$ cat src/rtl/edge_post_proc_pkg.sv
// rtl/edge_post_proc_pkg.sv - shared types and helpers for the edge post-processing stage
package edge_pp_pkg;

  typedef logic [11:0] pixel_t;

  typedef enum logic {
    WAIT_SOP = 1'b0,
    ACTIVE   = 1'b1
  } state_t;

  localparam pixel_t PIX_BLACK = 12'h000;

  // Skid buffer word: {sop, eop, data}
  typedef struct packed {
    logic   sop;
    logic   eop;
    pixel_t data;
  } beat_t;

  localparam int BEAT_W = $bits(beat_t);

  function automatic int cnt_width(input int w, input int h);
    return $clog2(w * h + 1);
  endfunction

endpackage

$ cat src/rtl/edge_post_proc_if.sv
// rtl/edge_post_proc_if.sv - Avalon-ST style pixel stream with master/slave views
interface edge_post_proc_if;
  import edge_pp_pkg::*;

  logic   valid;
  logic   ready;
  logic   startofpacket;
  logic   endofpacket;
  pixel_t data;

  modport master (output valid, output startofpacket, output endofpacket, output data,
                  input ready);
  modport slave  (input valid, input startofpacket, input endofpacket, input data,
                  output ready);

endinterface

$ cat src/rtl/edge_post_proc_skid.sv
// rtl/edge_post_proc_skid.sv - st_skid_buffer: 2-entry stream buffer with registered ready
module st_skid_buffer #(
  parameter int WIDTH = 14
) (
  input  logic             clk,
  input  logic             reset,
  input  logic             i_valid,
  input  logic [WIDTH-1:0] i_data,
  output logic             o_ready,
  output logic             o_valid,
  output logic [WIDTH-1:0] o_data,
  input  logic             i_ready
);

  logic [WIDTH-1:0] r_mem [2];
  logic             r_wr_ptr;
  logic             r_rd_ptr;
  logic [1:0]       r_count;
  logic [1:0]       w_count_nxt;
  logic             r_ready;
  logic             w_push;
  logic             w_pop;

  assign w_push = i_valid && r_ready;
  assign w_pop  = (r_count != 2'd0) && i_ready;

  always_comb begin
    w_count_nxt = r_count;
    case ({w_push, w_pop})
      2'b10:   w_count_nxt = r_count + 2'd1;
      2'b01:   w_count_nxt = r_count - 2'd1;
      default: w_count_nxt = r_count;
    endcase
  end

  // Ready is computed from the next occupancy so it never depends on i_ready combinationally
  always_ff @(posedge clk or posedge reset) begin
    if (reset) begin
      r_mem[0] <= '0;
      r_mem[1] <= '0;
      r_wr_ptr <= 1'b0;
      r_rd_ptr <= 1'b0;
      r_count  <= 2'd0;
      r_ready  <= 1'b0;
    end else begin
      if (w_push) begin
        r_mem[r_wr_ptr] <= i_data;
        r_wr_ptr        <= ~r_wr_ptr;
      end
      if (w_pop) begin
        r_rd_ptr <= ~r_rd_ptr;
      end
      r_count <= w_count_nxt;
      r_ready <= (w_count_nxt != 2'd2);
    end
  end

  assign o_ready = r_ready;
  assign o_valid = (r_count != 2'd0);
  assign o_data  = r_mem[r_rd_ptr];

endmodule

$ cat src/rtl/edge_post_proc.sv
// rtl/edge_post_proc.sv - border masking, edge recolouring and frame checking of an edge map
// Per-frame edge counting is built only when EDGE_STATS_EN is defined.
module edge_post_proc
  import edge_pp_pkg::*;
#(
  parameter int     IMG_W       = 320,
  parameter int     IMG_H       = 240,
  parameter int     BORDER      = 2,
  parameter pixel_t EDGE_COLOUR = 12'h0F0
) (
  input  logic                                clk,
  input  logic                                reset,
  edge_post_proc_if.slave                     i_up,
  edge_post_proc_if.master                    o_dn,
  output logic [cnt_width(IMG_W, IMG_H)-1:0]  edge_count,
  output logic                                count_valid,
  output logic                                frame_err
);

  localparam int CNT_W = cnt_width(IMG_W, IMG_H);
  localparam int X_W   = (IMG_W > 1) ? $clog2(IMG_W) : 1;
  localparam int Y_W   = (IMG_H > 1) ? $clog2(IMG_H) : 1;
  localparam logic [X_W-1:0] X_LAST   = X_W'(IMG_W - 1);
  localparam logic [Y_W-1:0] Y_LAST   = Y_W'(IMG_H - 1);
  localparam logic [X_W-1:0] X_BORDER = X_W'(BORDER);
  localparam logic [Y_W-1:0] Y_BORDER = Y_W'(BORDER);

  state_t         r_state;
  state_t         w_state_nxt;
  logic [X_W-1:0] r_x;
  logic [Y_W-1:0] r_y;
  logic [X_W-1:0] w_px;
  logic [Y_W-1:0] w_py;
  logic           w_ready;
  logic           w_xfer;
  logic           w_emit;
  logic           w_last;
  logic           w_masked;
  logic           w_edge;
  logic           w_end;
  logic           w_err;
  logic           r_err;
  beat_t          w_beat;
  beat_t          w_out;

  assign w_xfer     = i_up.valid && w_ready;
  assign i_up.ready = w_ready;

  always_ff @(posedge clk or posedge reset) begin
    if (reset) r_state <= WAIT_SOP;
    else       r_state <= w_state_nxt;
  end

  always_comb begin
    w_state_nxt = r_state;
    if (w_end)       w_state_nxt = WAIT_SOP;
    else if (w_emit) w_state_nxt = ACTIVE;
  end

  // An SOP beat is always pixel (0,0) of a fresh frame, whatever state we were in
  always_comb begin
    w_px = i_up.startofpacket ? '0 : r_x;
    w_py = i_up.startofpacket ? '0 : r_y;
    w_emit      = w_xfer && (r_state == ACTIVE || i_up.startofpacket);
    w_last      = (w_px == X_LAST) && (w_py == Y_LAST);
    w_masked    = (w_px < X_BORDER) || (w_py < Y_BORDER);
    w_edge      = (i_up.data != PIX_BLACK) && !w_masked;
    w_end       = w_emit && (i_up.endofpacket || w_last);
    w_err       = w_emit && ((r_state == ACTIVE && i_up.startofpacket) ||
                             (i_up.endofpacket != w_last));
    w_beat.sop  = i_up.startofpacket;
    w_beat.eop  = i_up.endofpacket || w_last;
    w_beat.data = w_edge ? EDGE_COLOUR : PIX_BLACK;
  end

  always_ff @(posedge clk or posedge reset) begin
    if (reset) begin
      r_x   <= '0;
      r_y   <= '0;
      r_err <= 1'b0;
    end else begin
      r_err <= w_err;
      if (w_emit) begin
        if (w_px == X_LAST) begin
          r_x <= '0;
          r_y <= w_py + Y_W'(1);
        end else begin
          r_x <= w_px + X_W'(1);
          r_y <= w_py;
        end
      end
    end
  end

  assign frame_err = r_err;

`ifdef EDGE_STATS_EN
  logic [CNT_W-1:0] r_cnt;
  logic [CNT_W-1:0] w_cnt_base;
  logic [CNT_W-1:0] w_cnt_nxt;
  logic [CNT_W-1:0] r_edge_count;
  logic             r_count_valid;

  always_comb begin
    w_cnt_base = i_up.startofpacket ? '0 : r_cnt;
    w_cnt_nxt  = w_cnt_base;
    if (w_edge && (w_cnt_base != '1)) w_cnt_nxt = w_cnt_base + CNT_W'(1);
  end

  always_ff @(posedge clk or posedge reset) begin
    if (reset) begin
      r_cnt         <= '0;
      r_edge_count  <= '0;
      r_count_valid <= 1'b0;
    end else begin
      r_count_valid <= w_end;
      if (w_emit) r_cnt        <= w_cnt_nxt;
      if (w_end)  r_edge_count <= w_cnt_nxt;
    end
  end

  assign edge_count  = r_edge_count;
  assign count_valid = r_count_valid;
`else
  assign edge_count  = '0;
  assign count_valid = 1'b0;
`endif

  st_skid_buffer #(
    .WIDTH (BEAT_W)
  ) u_skid (
    .clk     (clk),
    .reset   (reset),
    .i_valid (w_emit),
    .i_data  (w_beat),
    .o_ready (w_ready),
    .o_valid (o_dn.valid),
    .o_data  (w_out),
    .i_ready (o_dn.ready)
  );

  assign o_dn.startofpacket = w_out.sop;
  assign o_dn.endofpacket   = w_out.eop;
  assign o_dn.data          = w_out.data;

endmodule
$ cat src/flat_wrapper.sv
// flat-port wrapper written by rule: the top's interface ports become plain ports
module edge_post_proc_flat import edge_pp_pkg::*;
#(
  parameter int     IMG_W       = 320,
  parameter int     IMG_H       = 240,
  parameter int     BORDER      = 2,
  parameter pixel_t EDGE_COLOUR = 12'h0F0
)
  (clk, reset, edge_count, count_valid, frame_err, i_up_valid, i_up_startofpacket, i_up_endofpacket, i_up_data, i_up_ready, o_dn_valid, o_dn_startofpacket, o_dn_endofpacket, o_dn_data, o_dn_ready);
  edge_post_proc_if i_up_i ();
  edge_post_proc_if o_dn_i ();
  input  logic clk;
  input  logic reset;
  output logic [cnt_width(IMG_W, IMG_H)-1:0] edge_count;
  output logic count_valid;
  output logic frame_err;
  input wire logic [$bits(i_up_i.valid)-1:0] i_up_valid;
  input wire logic [$bits(i_up_i.startofpacket)-1:0] i_up_startofpacket;
  input wire logic [$bits(i_up_i.endofpacket)-1:0] i_up_endofpacket;
  input wire logic [$bits(i_up_i.data)-1:0] i_up_data;
  output wire logic [$bits(i_up_i.ready)-1:0] i_up_ready;
  output wire logic [$bits(o_dn_i.valid)-1:0] o_dn_valid;
  output wire logic [$bits(o_dn_i.startofpacket)-1:0] o_dn_startofpacket;
  output wire logic [$bits(o_dn_i.endofpacket)-1:0] o_dn_endofpacket;
  output wire logic [$bits(o_dn_i.data)-1:0] o_dn_data;
  input wire logic [$bits(o_dn_i.ready)-1:0] o_dn_ready;
  assign i_up_i.valid = i_up_valid;
  assign i_up_i.startofpacket = i_up_startofpacket;
  assign i_up_i.endofpacket = i_up_endofpacket;
  assign i_up_i.data = i_up_data;
  assign i_up_ready = i_up_i.ready;
  assign o_dn_valid = o_dn_i.valid;
  assign o_dn_startofpacket = o_dn_i.startofpacket;
  assign o_dn_endofpacket = o_dn_i.endofpacket;
  assign o_dn_data = o_dn_i.data;
  assign o_dn_i.ready = o_dn_ready;
  edge_post_proc #(.IMG_W(IMG_W), .IMG_H(IMG_H), .BORDER(BORDER), .EDGE_COLOUR(EDGE_COLOUR)) u_core (.clk(clk), .reset(reset), .i_up(i_up_i), .o_dn(o_dn_i), .edge_count(edge_count), .count_valid(count_valid), .frame_err(frame_err));
endmodule
$ cat config.mk
export PLATFORM = sky130hd
export DESIGN_NAME = edge_post_proc_flat
export DESIGN_NICKNAME = d
export VERILOG_FILES = /design/src/rtl/edge_post_proc_pkg.sv /design/src/rtl/edge_post_proc_if.sv /design/src/rtl/edge_post_proc_skid.sv /design/src/rtl/edge_post_proc.sv /design/src/flat_wrapper.sv
export SDC_FILE = /design/constraint.sdc
export NUM_CORES = 1
export LEC_CHECK = 0
export CAP_MARGIN = 0
export CORE_MARGIN = 2
export CORE_UTILIZATION = 43
export CTS_BUF_LIST = sky130_fd_sc_hd__clkbuf_4
export CTS_CLUSTER_SIZE = 10
export DETAILED_ROUTE_END_ITERATION = 6
export GPL_TIMING_DRIVEN = 1
export PLACE_DENSITY = 0.7
export SETUP_SLACK_MARGIN = 0.15
export SYNTH_ARGS = -nofsm -noshare
export SYNTH_HDL_FRONTEND = slang
export SYNTH_SLANG_ARGS = --single-unit
$ cat constraint.sdc
create_clock -name clk -period 2.7 [get_ports clk]
set_input_delay 0.405 -clock clk [delete_from_list [all_inputs] [get_ports clk]]
set_output_delay 0.405 -clock clk [all_outputs]
set_load 0.02 [all_outputs]
# Yosys cells after proc, flatten, opt, wreduce, memory -nomap -nowiden
# Cells that the tools add are included.
# totals
out_inout_bits	35
inputBits	18
wordCells	61
regBits	52
# classes
n_eq_ne	6
mux	14
order_cmp	5
n_reduce_logical	18
bitwise	4
n_addsub	4
# ops
op	count
14-bit 2-to-1 mux	4
28-bit bitwise mux	1
8-bit 2-to-1 mux	3
9-bit 2-to-1 mux	2
14-bit demux with 1-bit select	1
12-bit nonzero test	1
1-bit logical AND	10
9-bit by 1-bit adder with 9-bit output, second input constant	1
9-bit == test, second input constant	1
9-bit by 2-bit less-than comparator with 1-bit output, second input constant	1
8-bit by 1-bit adder with 8-bit output, second input constant	1
8-bit == test, second input constant	1
8-bit by 2-bit less-than comparator with 1-bit output, second input constant	1
2-bit >= comparator, second input constant	2
1-bit logical OR	4
1-bit NOT with 2-bit output	2
2-bit one-hot mux with 2 select lines	1
2-bit nonzero test	2
2-bit by 1-bit adder with 2-bit output, second input constant	1
2-bit by 1-bit == test with 1-bit output, second input constant	1
2-bit == test, second input constant	1
2-bit by 1-bit less-than comparator with 1-bit output, second input constant	1
1-bit 2-to-1 mux	2
2-bit != test, second input constant	1
4 further kinds	5

# Logic depth before layout (Yosys ltp)
# depth
depth_word	7
depth_mapped	10
mapped_depth_nobuf	8

# By module
# A second synthesis with hierarchy kept.
# hier_totals
hier_cells	252
area_unflattened_um2	2822.7
# by_module_without_submodules
module	cells_per_inst	area_per_inst_um2	instances
st_skid_buffer	99	1498.9	1
edge_post_proc	153	1323.8	1

# Worst setup path after synthesis
# Ideal clock, no wire load.
# synth_timing
path_kind	input to register
from	input i_up_startofpacket
to	register u_core.r_err, in the netlist u_core.frame_err
required_time_ns	2.578
arrival_time_ns	2.222
path_slack_ns	0.356
cell_stages	10
setup_time_ns	0.122
path_cell_list	clkbuf_1 -> clkbuf_1 -> nor2b_1 -> ha_1 -> nand3_1 -> nor3_2 -> nand4_1 -> ha_1 -> a21oi_1 -> nor2_1
# synth_via
elab_chain_len	6
elab_cells_between_ends	11
classes_between	eq/ne: 3; mux: 2; reduce/logical: 6
# synth_lines
item	line_no	source
from (decl)	flat_wrapper.sv:18	input wire logic [$bits(i_up_i.startofpacket)-1:0] i_up_startofpacket;
9-bit 2-to-1 mux / 8-bit 2-to-1 mux (equally long branches)	edge_post_proc.sv:62, edge_post_proc.sv:63	
9-bit == test / 8-bit == test (equally long branches)	edge_post_proc.sv:65	w_last = (w_px == X_LAST) && (w_py == Y_LAST);
1-bit logical AND	edge_post_proc.sv:65	
1-bit != test	edge_post_proc.sv:70	(i_up.endofpacket != w_last));
1-bit logical OR	edge_post_proc.sv:69	w_err = w_emit && ((r_state == ACTIVE && i_up.startofpacket) ||
1-bit logical AND (*)	edge_post_proc.sv:69	
via u_core.w_err	edge_post_proc.sv:41	logic w_err;
to (signal assigned)	edge_post_proc.sv:82	r_err <= w_err;
to (decl)	edge_post_proc.sv:42	logic r_err;
# Mark *: on every way through the listed nets, which the timed path passes. The rest lies on a longest branch.
# A chain may end at the register's enable or synchronous reset.

# Worst setup path in the final report
# Same ends and word-level chain as after synthesis.

==> impl_metrics.ini <==
[setup_path]
worst_path_largest_cell_delay_ps = 590
cp_cell_sequence = clkdlybuf4s50_1 -> nor2b_1 -> ha_1 -> nand3_1 -> nor3_2 -> nand4_1 -> ha_1 -> a21oi_1 -> nor2_1
timing.critical_path.from_type = input pin
worstPathBufferInverterCount = 1
worst_ep_arrival_time_ps = 2490
worst_setup_path_end_kind = flip-flop
critPathTopFamily = simple AND/OR/NAND/NOR gates
r2r_cells = 8
cpMaxStageDelayCell = sky130_fd_sc_hd__clkdlybuf4s50_1
ff2ff_setup_slack_ps = 740
reg2reg_from = u_core.r_x[1]$_DFFE_PP0N_
critical_path.max_fanout = 10
crit_type = input pin to flip-flop
regToRegEndpoint = u_core.frame_err$_DFF_PP0_
required_ps = 2930
cp_most_frequent_cell = sky130_fd_sc_hd__ha_1

[global_route]
grt_antenna_before_repair = 0
globalRoute.totalOverflow = 0
grtUsageTotal_pct = 16.6
grt_pass1_wl_mm = 6.53
first_global_vias = 1424
grt_start_max_net_pins = 31

[synthesis]
synthTopCellsByCount = sky130_fd_sc_hd__dfrtp_1 (30), sky130_fd_sc_hd__buf_4 (29), sky130_fd_sc_hd__nand2_1 (21)
post_synth_main_area_contributors = sky130_fd_sc_hd__dfrtp_1 (40%), sky130_fd_sc_hd__buf_4 (12%), sky130_fd_sc_hd__nand2_1 (4.2%)
yosys.area.top_type = sky130_fd_sc_hd__dfrtp_1
yosys.cell_count.top_type = sky130_fd_sc_hd__dfrtp_1
synth-edff-count = 0
synthDominantCellAreaShare_pct = 39.8
synth_ff_type = sky130_fd_sc_hd__dfrtp_1
postSynth.asyncResetShare_pct = 100
syn-mean-instance-area_um2 = 9.35
synthesis.area_um2 = 1890
yosys_warnings = 0
netlist-cell-type-count = 49
ys_seq_elements = 30
synth.yosys.seq_area_share_pct = 39.8
post_synth_inst_count = 202

[final_layout]
num_antenna_cells = 0
finish.cell_count_without_fillers = 288
final_util_pct = 50.9
layout_cells_sized_above_1_pct = 11.4
seq_area_um2 = 751
total_area_of_multi_input_combinational_cells_um2 = 963
area_growth_syn_to_layout_pct = 15.8
n_fill_cell = 422
design.final.nets = 257

[floorplanning]
placeableCoreArea_um2 = 4290
num_rows = 24
die_area_um2 = 4940
io_pins = 53
die_span_in_x_um = 70.3
die-height_um = 70.3
floorplan.initialDensity_pct = 44.0

[timing]
max_clock_freq_mhz = 443
unrepaired_setup_endpoints_after_global_routing = no
final_min_period_over_clock_period_pct = 83.7
fin_worst_skew_ps = 11.3
timing_hold_violations_final = 0
fin_worst_hold_slack_ps = 427
slew_viol_final = 0
min_period_ps = 2260
finalSetupViolCount = 0
tns_ps = 0

[power]
post-layout-total-power_mw = 1.51
p_comb_share_pct = 36.8
power.internal_mw = 0.938
seq_power_share_pct = 46.1
netSwitchingFraction_pct = 37.7
power_density_nw_per_um2 = 689
power.share.clock_pct = 17.1
vdd.ir_drop.worst_mv = 0.448
p_leak_nw = 0.970
power.switching_mw = 0.568

[clocking]
cts.sinks = 30
clockBufferDepth = 2
post_cts_resize_count = 0
post-cts-setup-buffers = 0
cts_made_buffers = 5
worst_skew_pair.late_latency_ps = 340
clock-root-buffer = sky130_fd_sc_hd__clkbuf_4
cts_max_level = 2
cts.clk_slew.worst_paths_ps = 100
postCtsHoldBufs = 0
tritoncts = yes

[placed_design]
dp_hpwl_mm = 2.73
placed_cells_incl_taps = 280
portBuffers = 26
globalplace.congestion = 0.786

[detailed_routing]
dr_total_vias = 1429
drt_pre_antenna_iters = 4
drc_errors = 0
routed_wire_length_per_instance_um = 12.7
via_per_inst = 4.96
drt_iter0_markers = 77
routed_wirelength_mm = 3.67
final_antenna_net_count = 0

[job]
maxCapViolations = 0

[run_status]
run_status = finished, final reports clean

[worst_hold_path]
timing.hold.worst.class = input pin to async pin
## cells in the final DEF (no fill, tap or decap), types with 5 or more instances in the layout
master and instances:
sky130_fd_sc_hd__o21ai_0 6, sky130_fd_sc_hd__clkbuf_4 5, sky130_fd_sc_hd__clkdlybuf4s50_1 26, sky130_fd_sc_hd__conb_1 26
sky130_fd_sc_hd__nor3_1 8, sky130_fd_sc_hd__dfrtp_1 30, sky130_fd_sc_hd__o21ai_1 5, sky130_fd_sc_hd__a21oi_1 7
sky130_fd_sc_hd__nand3_1 6, sky130_fd_sc_hd__nor4_1 7, sky130_fd_sc_hd__nand2_1 21, sky130_fd_sc_hd__buf_4 10
sky130_fd_sc_hd__nor2_1 10
## worst min-delay path, stage by stage
cell	delay (ps)
sky130_fd_sc_hd__clkdlybuf4s50_1	390
sky130_fd_sc_hd__inv_1	50
sky130_fd_sc_hd__buf_4	340
## stage by stage
stage	cell area, um2	worst slack [ps]
finish	2190	441
global route	2190	305
CTS	2190	441
detailed placement	2130	98.9
global placement	2130	178
floorplan	1980	356
## cell type report
| class | count | share of cell area, % |
|---|---|---|
| Tap cell | 52 | 2.97 |
| Multi-Input combinational cell | 157 | 44.1 |
| Inverter | 5 | 0.858 |
| Clock buffer | 5 | 1.72 |
| Sequential cell | 30 | 34.3 |
| Timing Repair Buffer | 36 | 15.3 |
| Clock inverter | 3 | 0.744 |
## worst max-delay path by stage
stage | startpoint | endpoint | cells after the start
after global routing | i_up_startofpacket | u_core.r_y[3]$_DFFE_PP0N_ | 7
after floorplan | i_up_startofpacket | u_core.frame_err$_DFF_PP0_ | 10
after global placement | i_up_startofpacket | u_core.r_state$_DFFE_PP0P_ | 8
after detailed placement | i_up_startofpacket | u_core.frame_err$_DFF_PP0_ | 9
after CTS | i_up_startofpacket | u_core.frame_err$_DFF_PP0_ | 9
final | i_up_startofpacket | u_core.frame_err$_DFF_PP0_ | 9
## state kept, by name (all words and copies together) (netlist names)
name and flops:
u_core.r_y 8, u_core.u_skid.r_wr_ptr 1, u_core.r_state 1, u_core.r_x 9, u_core.u_skid.o_ready 1, u_core.u_skid.r_mem 6
u_core.u_skid.r_count 2, u_core.frame_err 1, u_core.u_skid.r_rd_ptr 1
## layer usage
| layer | track usage, % | wire length (um) | share of wire (%) |
|---|---|---|---|
| met4 | 5.13 | 51 | 1.4 |
| met5 | 0 | 0 | 0 |
| met2 | 27.1 | 1780 | 49 |
| met3 | 4.33 | 127 | 3.5 |
| met1 | 21.6 | 1710 | 47 |
## power groups by stage
stage	Combinational, mW	Clock [mW]	Sequential [mW]
after floorplan	0.406	0	0.680
after global placement	0.546	0	0.701
after detailed placement	0.561	0	0.702
after CTS	0.564	0.270	0.693
after global routing	0.613	0.291	0.720
final	0.554	0.257	0.695
## cells by family (layout without fill, tap and decap cells)
| logic type | Yosys count | in the layout | synth area share, % |
|---|---|---|---|
| simple gates | 78 | 78 | 23.3 |
| flops | 30 | 30 | 39.8 |
| other cells | 1 | 26 | 0.199 |
| compound gates | 35 | 35 | 12.6 |
| mux | 7 | 7 | 4.04 |
| fa+ha+maj | 4 | 4 | 2.65 |
| buf+inv | 40 | 49 | 14.2 |
| xor+xnor | 7 | 7 | 3.25 |
Note: power is estimated with default switching activity, not from simulation.
